<file path="src/rtl/j_mcount_p_if.sv">
// Control and status bundle for the j_mcount_p down-counter.
// The master drives load/enable/mode; the slave (counter) returns count and flags.
interface j_mcount_p_if #(
    parameter int unsigned WIDTH = 4
);
    logic             cntld;
    logic             cnten;
    logic [WIDTH-1:0] mwidth;
    logic [1:0]       mode;
    logic [WIDTH-1:0] count;
    logic             early;
    logic             zero;
    logic             done;
    logic             wrapped;

    modport master (
        output cntld, cnten, mwidth, mode,
        input  count, early, zero, done, wrapped
    );

    modport slave (
        input  cntld, cnten, mwidth, mode,
        output count, early, zero, done, wrapped
    );
endinterface

</file>
<file path="src/rtl/j_mcount_p.sv">
// Loadable down-counter sequencing systolic multiply passes, with wrap/saturate/auto-reload
// modes, shadow reload register, early/zero flags and registered done/wrapped pulses.
module j_mcount_p #(
    parameter int unsigned WIDTH = 4,
    parameter int unsigned EARLY = 1
) (
    input logic          clk,
    input logic          resetl,
    j_mcount_p_if.slave  bus
);
    localparam logic [WIDTH-1:0] EarlyVal = WIDTH'(EARLY);
    localparam logic [WIDTH-1:0] One      = WIDTH'(1);

    logic [WIDTH-1:0] count_q, count_d;
    logic [WIDTH-1:0] shadow_q, shadow_d;
    logic             done_q, done_d;
    logic             wrapped_q, wrapped_d;
    logic             reload_mode;

    assign reload_mode = (bus.mode == 2'b10);

    always_comb begin
        count_d   = count_q;
        shadow_d  = shadow_q;
        done_d    = 1'b0;
        wrapped_d = 1'b0;
        if (bus.cntld) begin
            count_d  = bus.mwidth;
            shadow_d = bus.mwidth;
        end else if (bus.cnten) begin
            if (count_q == One) begin
                done_d  = 1'b1;
                count_d = reload_mode ? shadow_q : '0;
            end else if (count_q == '0) begin
                // Reserved mode 11 falls into the saturate branch.
                case (bus.mode)
                    2'b00: begin
                        count_d   = '1;
                        wrapped_d = 1'b1;
                    end
                    2'b10:   count_d = shadow_q;
                    default: count_d = '0;
                endcase
            end else begin
                count_d = count_q - One;
            end
        end
    end

    always_ff @(posedge clk or negedge resetl) begin
        if (!resetl) begin
            count_q   <= '0;
            shadow_q  <= '0;
            done_q    <= 1'b0;
            wrapped_q <= 1'b0;
        end else begin
            count_q   <= count_d;
            shadow_q  <= shadow_d;
            done_q    <= done_d;
            wrapped_q <= wrapped_d;
        end
    end

    assign bus.count   = count_q;
    assign bus.early   = (count_q == EarlyVal);
    assign bus.zero    = (count_q == '0);
    assign bus.done    = done_q;
    assign bus.wrapped = wrapped_q;
endmodule

</file>
<file path="src/flat_wrapper.sv">
// flat-port wrapper written by rule: the top's interface ports become plain ports
module j_mcount_p_flat 
#(
    parameter int unsigned WIDTH = 4,
    parameter int unsigned EARLY = 1
)
  (clk, resetl, bus_cntld, bus_cnten, bus_mwidth, bus_mode, bus_count, bus_early, bus_zero, bus_done, bus_wrapped);
  j_mcount_p_if #(.WIDTH(WIDTH)) bus_i ();
  input logic clk;
  input logic resetl;
  input wire logic [$bits(bus_i.cntld)-1:0] bus_cntld;
  input wire logic [$bits(bus_i.cnten)-1:0] bus_cnten;
  input wire logic [$bits(bus_i.mwidth)-1:0] bus_mwidth;
  input wire logic [$bits(bus_i.mode)-1:0] bus_mode;
  output wire logic [$bits(bus_i.count)-1:0] bus_count;
  output wire logic [$bits(bus_i.early)-1:0] bus_early;
  output wire logic [$bits(bus_i.zero)-1:0] bus_zero;
  output wire logic [$bits(bus_i.done)-1:0] bus_done;
  output wire logic [$bits(bus_i.wrapped)-1:0] bus_wrapped;
  assign bus_i.cntld = bus_cntld;
  assign bus_i.cnten = bus_cnten;
  assign bus_i.mwidth = bus_mwidth;
  assign bus_i.mode = bus_mode;
  assign bus_count = bus_i.count;
  assign bus_early = bus_i.early;
  assign bus_zero = bus_i.zero;
  assign bus_done = bus_i.done;
  assign bus_wrapped = bus_i.wrapped;
  j_mcount_p #(.WIDTH(WIDTH), .EARLY(EARLY)) u_core (.clk(clk), .resetl(resetl), .bus(bus_i));
endmodule
</file>
<file path="config.mk">
export PLATFORM = sky130hd
export DESIGN_NAME = j_mcount_p_flat
export DESIGN_NICKNAME = d
export VERILOG_FILES = /design/src/rtl/j_mcount_p_if.sv /design/src/rtl/j_mcount_p.sv /design/src/flat_wrapper.sv
export SDC_FILE = /design/constraint.sdc
export NUM_CORES = 1
export LEC_CHECK = 0
export CORE_MARGIN = 8
export CORE_UTILIZATION = 40
export CTS_CLUSTER_SIZE = 12
export DETAILED_ROUTE_END_ITERATION = 16
export PLACE_DENSITY = 0.84
export SLEW_MARGIN = 20
export SYNTH_ARGS = -nofsm -noshare
export SYNTH_HDL_FRONTEND = slang
export SYNTH_SLANG_ARGS = --single-unit
</file>
<file path="constraint.sdc">
create_clock -name clk -period 1.5 [get_ports clk]
set_input_delay 0.15 -clock clk [delete_from_list [all_inputs] [get_ports clk]]
set_output_delay 0.15 -clock clk [all_outputs]
set_load 0.005 [all_outputs]
</file>
==> results.txt, run 1 <==
Failing checks: negative setup slack
Max cap viols: 0
Detailed placement HPWL: 1320 um
1st-pass router iterations: 4
Mapped Cells: 65
Synthesized area: 596 um2
Die X: 54.6 um
H-tree levels: 1
CTS Hold Bufs: 0
CTS Root Cell: clkbuf_4
Die footprint: 0.00298 mm2
Synth area leaders: dfrtp_1 42%, ha_1 6.3%, inv_1 5.0%, nand2_1 4.4%, nor2b_1 4.2%
Initial Utilization: 41.0%
Total grt overflow: 0
Detail Route Antenna Nets: 0
Hold Vio Cnt, Final: 0
Via-to-Cell Ratio: 5.37
DRC Markers: 0
Setup Skew: 0.000365 ns
DR vias: 639
GP Congestion: 0.841
Most common cell after layout, fill and taps aside: buf_4
Crit path max fanout: 3
DR WL/cell: 16.8 um
Fmax: 0.599 GHz
Distinct cell type count after synthesis: 26
Ant diodes: 0
Critical path class: reg -> reg
Leading area contributor after synthesis: dfrtp_1
Pwr per Cell Area: 935 mW/mm2
Met1 Resource Use GR: 12.8%
Final setup TNS: -0.797 ns
Initial DRC Count: 6
Status: finished with violations
Total wire length: 2000 um
Worst setup margin: -0.169 ns
CTS Buf Count: 3
Synth top area share: 42.0%
Setup crit start kind: register
Vias in the first global route: 714
Syn nets: 78
Static leakage: 0.460 nW
Clock-pin slew on the worst setup and hold paths: 0.07 ns
Path category of the worst min-delay check: in -> async
Share of cells above drive strength 1: 46.6%
Worst slew pin tran: 0.489 ns
Final setup viols: 8
Pin count of the biggest net entering global routing: 11
Final non-filler cell total: 119
M2 GR Usage: 27.2%
Clk buf depth: 2
Placed Instances: 111
Fin crit period: 1.67 ns
Hold Slack: 0.213 ns
First-pass GRT wire length: 3070 um
Crit path required time: 1.65 ns
Reg2reg start: u_core.bus.count[1]$_DFFE_PN0P_
DP Worst Slack: -0.276 ns
Flop-to-flop setup slack: -0.17 ns
Slew Limit Headroom: 67.3%
Die outline height: 54.6 um
Synth Register Bits: 10
Most used routing layer: met2
Area growth syn-to-layout: 77.9%
I/O Buffers: 17
Critical Path AT: 1.82 ns
CTS sink cnt: 10
Post-synthesis sequential area ratio: 42.0%
CP Capture Type: register
Worst skew pair latency: 0.26 ns
Mean area per synthesized cell: 9.16 um2
Core Region: 0.00145 mm2
Reg2Reg Depth: 7
RR Endpoint: u_core.bus.count[3]$_DFFE_PN0P_
I/O pins: 18
Grt met3 use: 7.07%
Total power: 0.991 mW
Peak supply drop: 0.000746 V
Most frequent cells in the layout: 16 x buf_4, 15 x clkdlybuf4s50_1, 9 x dfrtp_1
Final cycle utilization of the critical path: 111%
RSZ-0062 raised after global routing: true
NumNets Final: 117
Ys Warns: 0
CTS tree: built
Slew Viols, Final: 0
Row cnt: 14
Total GRT Usage: 14.5%
Initial antenna violation count: 0
## metrics by stage
stage / cell area [um2] / utilization [%]
after CTS: 1000 / 68.9
final: 1060 / 72.9
after global placement: 897 / 61.7
after floorplan: 609 / -
after detailed placement: 897 / 61.7
after global routing: 1060 / 72.9
## kinds of logic after synthesis
family          share of synthesized area (%)
mux                                      1.89
simple gates                             19.1
fa+ha+maj                                6.30
buf+inv                                  7.56
compound gates                           23.1
flops                                    42.0
## worst max-delay path by stage
stage / from / end / slack (ns) / depth (start not counted)
3_5_place_dp: u_core.bus.count[0]$_DFFE_PN0P_ / bus_zero / -0.28 / 5
4_1_cts: u_core.bus.count[1]$_DFFE_PN0P_ / u_core.bus.count[3]$_DFFE_PN0P_ / -0.14 / 7
3_3_place_gp: u_core.bus.count[0]$_DFFE_PN0P_ / bus_zero / -0.15 / 5
2_1_floorplan: u_core.bus.count[1]$_DFFE_PN0P_ / u_core.bus.count[3]$_DFFE_PN0P_ / -0.12 / 7
5_1_grt: u_core.bus.count[1]$_DFFE_PN0P_ / u_core.bus.count[3]$_DFFE_PN0P_ / -0.24 / 7
6_report: u_core.bus.count[1]$_DFFE_PN0P_ / u_core.bus.count[3]$_DFFE_PN0P_ / -0.17 / 7
## routing by layer
layer  vias up  part of all wire [%]
li1        306                     -
met1       309                    36
met2        20                    55
met3         4                   6.1
met4         0                   1.9
met5         -                     0
## area by class of cell
type | count | area, um2
multi-input combinational | 45 | 402
fill | 117 | 394
timing repair buffer | 36 | 320
sequential | 10 | 251
tap | 16 | 20.0
clock buffer | 4 | 36.3
inverter | 8 | 30.0
## state kept, by name, summed over array words and instances (netlist names)
register	flops
u_core.bus.count	4
u_core.bus.wrapped	1
u_core.bus.done	1
u_core.shadow_q	4
## synthesized netlist by cell type
master,count
a21oi_1,3
a21oi_2,1
a221o_1,1
a311oi_1,1
and2b_2,1
buf_6,1
clkbuf_1,1
dfrtp_1,10
ha_1,3
inv_1,8
mux2_2,1
nand2_1,7
nand2b_1,2
nand3_1,1
nor2_1,3
nor2b_1,4
nor3_1,2
nor4_1,1
o211ai_1,1
o21ai_0,5
o221a_2,1
o22a_1,2
o311ai_0,2
o311ai_1,1
o31ai_1,1
or3b_1,1
## report_power, final
part | leakage (nW) | total [mW] | switching, mW | internal, mW
Combinational | 0.315 | 0.422 | 0.180 | 0.242
Sequential | 0.123 | 0.326 | 0.0292 | 0.297
Clock | 0.0210 | 0.243 | 0.0958 | 0.147
Total | 0.460 | 0.991 | 0.305 | 0.686
## worst max-delay path, stage by stage, from the launching register on
cell and delay, ns:
dfrtp_1 0.39, inv_2 0.09, ha_4 0.13, or3b_4 0.39, buf_6 0.14, a21oi_4 0.11, a311oi_2 0.04, a221o_1 0.27
## what timing repair did
action / CTS / global route
buffers inserted: 4 / 1
cloned: 0 / 0
pin swaps: 3 / 6
endpoints found under the setup margin: 7 / 10
hold endpoints to repair: 0 / 0
gates resized for setup: 25 / 10
(Power assumes the default switching activity.)
==> run 2, diff against run 1 <==
Settings changed: CAP_MARGIN from default to 0, CTS_CLUSTER_DIAMETER from default to 100.
==> results of run 2 <==
The final DEF is identical to that of run 1; final timing and power are the same.
==> run 3, diff against run 2 <==
Settings changed: CORE_MARGIN 8 to default.
==> run 3 against run 2 <==
The flow still finishes with violations (negative setup slack); first-iteration DRC count up 50%; design area shrank 5.7%; sequential share of layout area is 1.4 points higher; non-clock buffer count is the same; critical path depth unchanged; sequential power about the same; clock-buffer cell count stayed put; worst setup slack better by 0.012 ns; wire length fell by 13%; combinational power shrank 7.8%; clock skew grew 0.0057 ns; flip-flop and latch count stayed put; critical path type unchanged.
==> results.txt, run 3 (same netlist as run 1, synthesis figures left out) <==
Final setup viols: 6 (was 8)
GP Congestion: 0.875 (was 0.841)
CP Capture Type: register (unchanged)
Slew Limit Headroom: 69.8% (was 67.3%)
CTS tree: built (unchanged)
Total wire length: 1740 um (was 2000 um)
Max cap viols: 0 (unchanged)
1st-pass router iterations: 3 (was 4)
Final-layout fill cell count: 95 (was 117)
Reg2Reg Depth: 7 (unchanged)
Total GRT Usage: 25.7% (was 14.5%)
Final non-filler cell total: 118 (was 119)
DR vias: 643 (was 639)
Final cycle utilization of the critical path: 110% (was 111%)
Share of cells above drive strength 1: 38.8% (was 46.6%)
Area growth syn-to-layout: 67.9% (was 77.9%)
Clock-pin slew on the worst setup and hold paths: 0.07 ns (about the same)
I/O Buffers: 17 (unchanged)
Worst setup margin: -0.156 ns (was -0.169 ns)
Met1 wire length: 718 um (was 731 um)
Initial DRC Count: 9 (was 6)
Die outline height: 40.6 um (was 54.6 um)
Core Region: 0.00135 mm2 (was 0.00145 mm2)
Failing checks: negative setup slack (unchanged)
Crit path required time: 1.65 ns (about the same)
Detailed placement HPWL: 1160 um (was 1320 um)
Static leakage: 0.459 nW (was 0.460 nW)
Detail Route Antenna Nets: 0 (unchanged)
Initial Utilization: 44.1% (was 41.0%)
First-pass GRT wire length: 2620 um (was 3070 um)
DRC Markers: 0 (unchanged)
Crit path max fanout: 2 (was 3)
Peak supply drop: 0.000567 V (was 0.000746 V)
Fin crit period: 1.66 ns (was 1.67 ns)
NumNets Final: 117 (unchanged)
Total grt overflow: 0 (unchanged)
Most common cell after layout, fill and taps aside: buf_4 (unchanged)
Setup crit start kind: register (unchanged)
Pwr per Cell Area: 907 mW/mm2 (was 935 mW/mm2)
I/O pins: 18 (unchanged)
Final setup TNS: -0.629 ns (was -0.797 ns)
Hold Vio Cnt, Final: 0 (unchanged)
Cell area after layout: 1000 um2 (was 0.00106 mm2)
Placed Instances: 109 (was 111)
Clk buf depth: 2 (unchanged)
DR top layer: met4 (unchanged)
RSZ-0062 raised after global routing: true (unchanged)
Worst-path cell chain: inv_2 > ha_4 > or3b_4 > buf_6 > a21oi_2 > a311oi_1 > a221o_1 (was inv_2 > ha_4 > or3b_4 > buf_6 > a21oi_4 > a311oi_2 > a221o_1)
Routed wl met3: 77 um (was 123 um)
Most frequent cells in the layout: 18 x buf_4, 14 x clkdlybuf4s50_1, 9 x dfrtp_1 (was 16 x buf_4, 15 x clkdlybuf4s50_1, 9 x dfrtp_1)
Critical Path AT: 1.80 ns (was 1.82 ns)
Path category of the worst min-delay check: in -> async (unchanged)
CTS sink cnt: 10 (unchanged)
Die X: 40.6 um (was 54.6 um)
Vias in the first global route: 633 (was 714)
Setup Skew: 0.00607 ns (was 0.000365 ns)
Status: finished with violations (unchanged)
Worst skew pair latency: 0.27 ns (was 0.26 ns)
Fmax: 0.604 GHz (was 0.599 GHz)
CTS Root Cell: clkbuf_4 (unchanged)
H-tree levels: 1 (unchanged)
Slew Viols, Final: 0 (unchanged)
Critical path class: reg -> reg (unchanged)
Initial antenna violation count: 0 (unchanged)
CTS Hold Bufs: 0 (unchanged)
CTS Buf Count: 3 (unchanged)
DR WL/cell: 14.8 um (was 16.8 um)
Ant diodes: 0 (unchanged)
CP max-delay cell: dfrtp_1 (unchanged)
Via-to-Cell Ratio: 5.45 (was 5.37)
Area after DPL: 888 um2 (was 897 um2)
Met2 wire length: 907 um (was 1110 um)
Row cnt: 13 (was 14)
Pin count of the biggest net entering global routing: 11 (unchanged)
Die footprint: 0.00165 mm2 (was 0.00298 mm2)
Slowest stage delay, CP: 0.40 ns (was 0.39 ns)
Worst slew pin tran: 0.452 ns (was 0.489 ns)
run 3: changes by cell type in the layout (fill, tap and decap cells not counted), sizes merged:
cell           previous run  this run
clkdlybuf4s50            15        14
dlymetal6s2s              0         1
run 3: metal layers:
layer  GRT usage, %  up-vias
li1               -      306
met1           27.8      312
met2           44.0       19
met3           8.33        6
met4           13.3        0
met5              0        -
run 3: critical path, delay by kind of cell, from the launching register on:
kind / cells / cell delay, ns
buffers and inverters: 2 / 0.22
adder cells (fa/ha/maj): 1 / 0.13
AND/OR/NAND/NOR: 1 / 0.39
AO/OA/AOI/OAI: 3 / 0.41
flip-flops: 1 / 0.40
run 3: final cells by class:
| cell class | instances | area (um2) | area share [%] |
|---|---|---|---|
| Clock buffer | 4 | 26.3 | 2.63 |
| Sequential cell | 10 | 251 | 25.2 |
| Tap cell | 15 | 18.8 | 1.88 |
| Timing Repair Buffer | 36 | 315 | 31.5 |
| Multi-Input combinational cell | 45 | 358 | 35.8 |
| Inverter | 8 | 30.0 | 3.00 |
run 3: timing repair:
action	in CTS	in global routing
buffers inserted	3	2
endpoints found under the setup margin	7	8
gates cloned	0	0
pin swaps	1	0
endpoints found under the hold margin	0	0
resized for setup	21	4
run 3: where the power goes:
group	internal [mW]	switching, mW
logic	0.228	0.161
clock network	0.103	0.0913
registers	0.297	0.0268
total	0.628	0.279
run 3: through the flow:
step                      power [mW]  setup slack [ns]  hold WS (ns)  utilization [%]
final                          0.907            -0.156         0.194             74.1
after global routing           0.968            -0.213         0.229             74.1
after CTS                      0.882            -0.138         0.208             71.8
after detailed placement       0.645            -0.269         0.494             65.8
after global placement         0.638            -0.241         0.486             65.8
after floorplan                0.466            -0.118        -0.146                -
run 3: path summary, 6_finish.rpt:
kind | startpoint | to | slack (ns)
worst max-delay path | u_core.bus.count[1]$_DFFE_PN0P_ | u_core.bus.count[3]$_DFFE_PN0P_ | -0.16
worst min-delay path | resetl | u_core.shadow_q[3]$_DFFE_PN0P_ | 0.19
worst max register to register | u_core.bus.count[1]$_DFFE_PN0P_ | u_core.bus.count[3]$_DFFE_PN0P_ | -0.16
worst min register to register | u_core.shadow_q[0]$_DFFE_PN0P_ | u_core.shadow_q[0]$_DFFE_PN0P_ | 0.57
max in group asynchronous | resetl | u_core.bus.count[0]$_DFFE_PN0P_ | 0.97
min in group clk | bus_mwidth[2] | u_core.shadow_q[2]$_DFFE_PN0P_ | 0.49
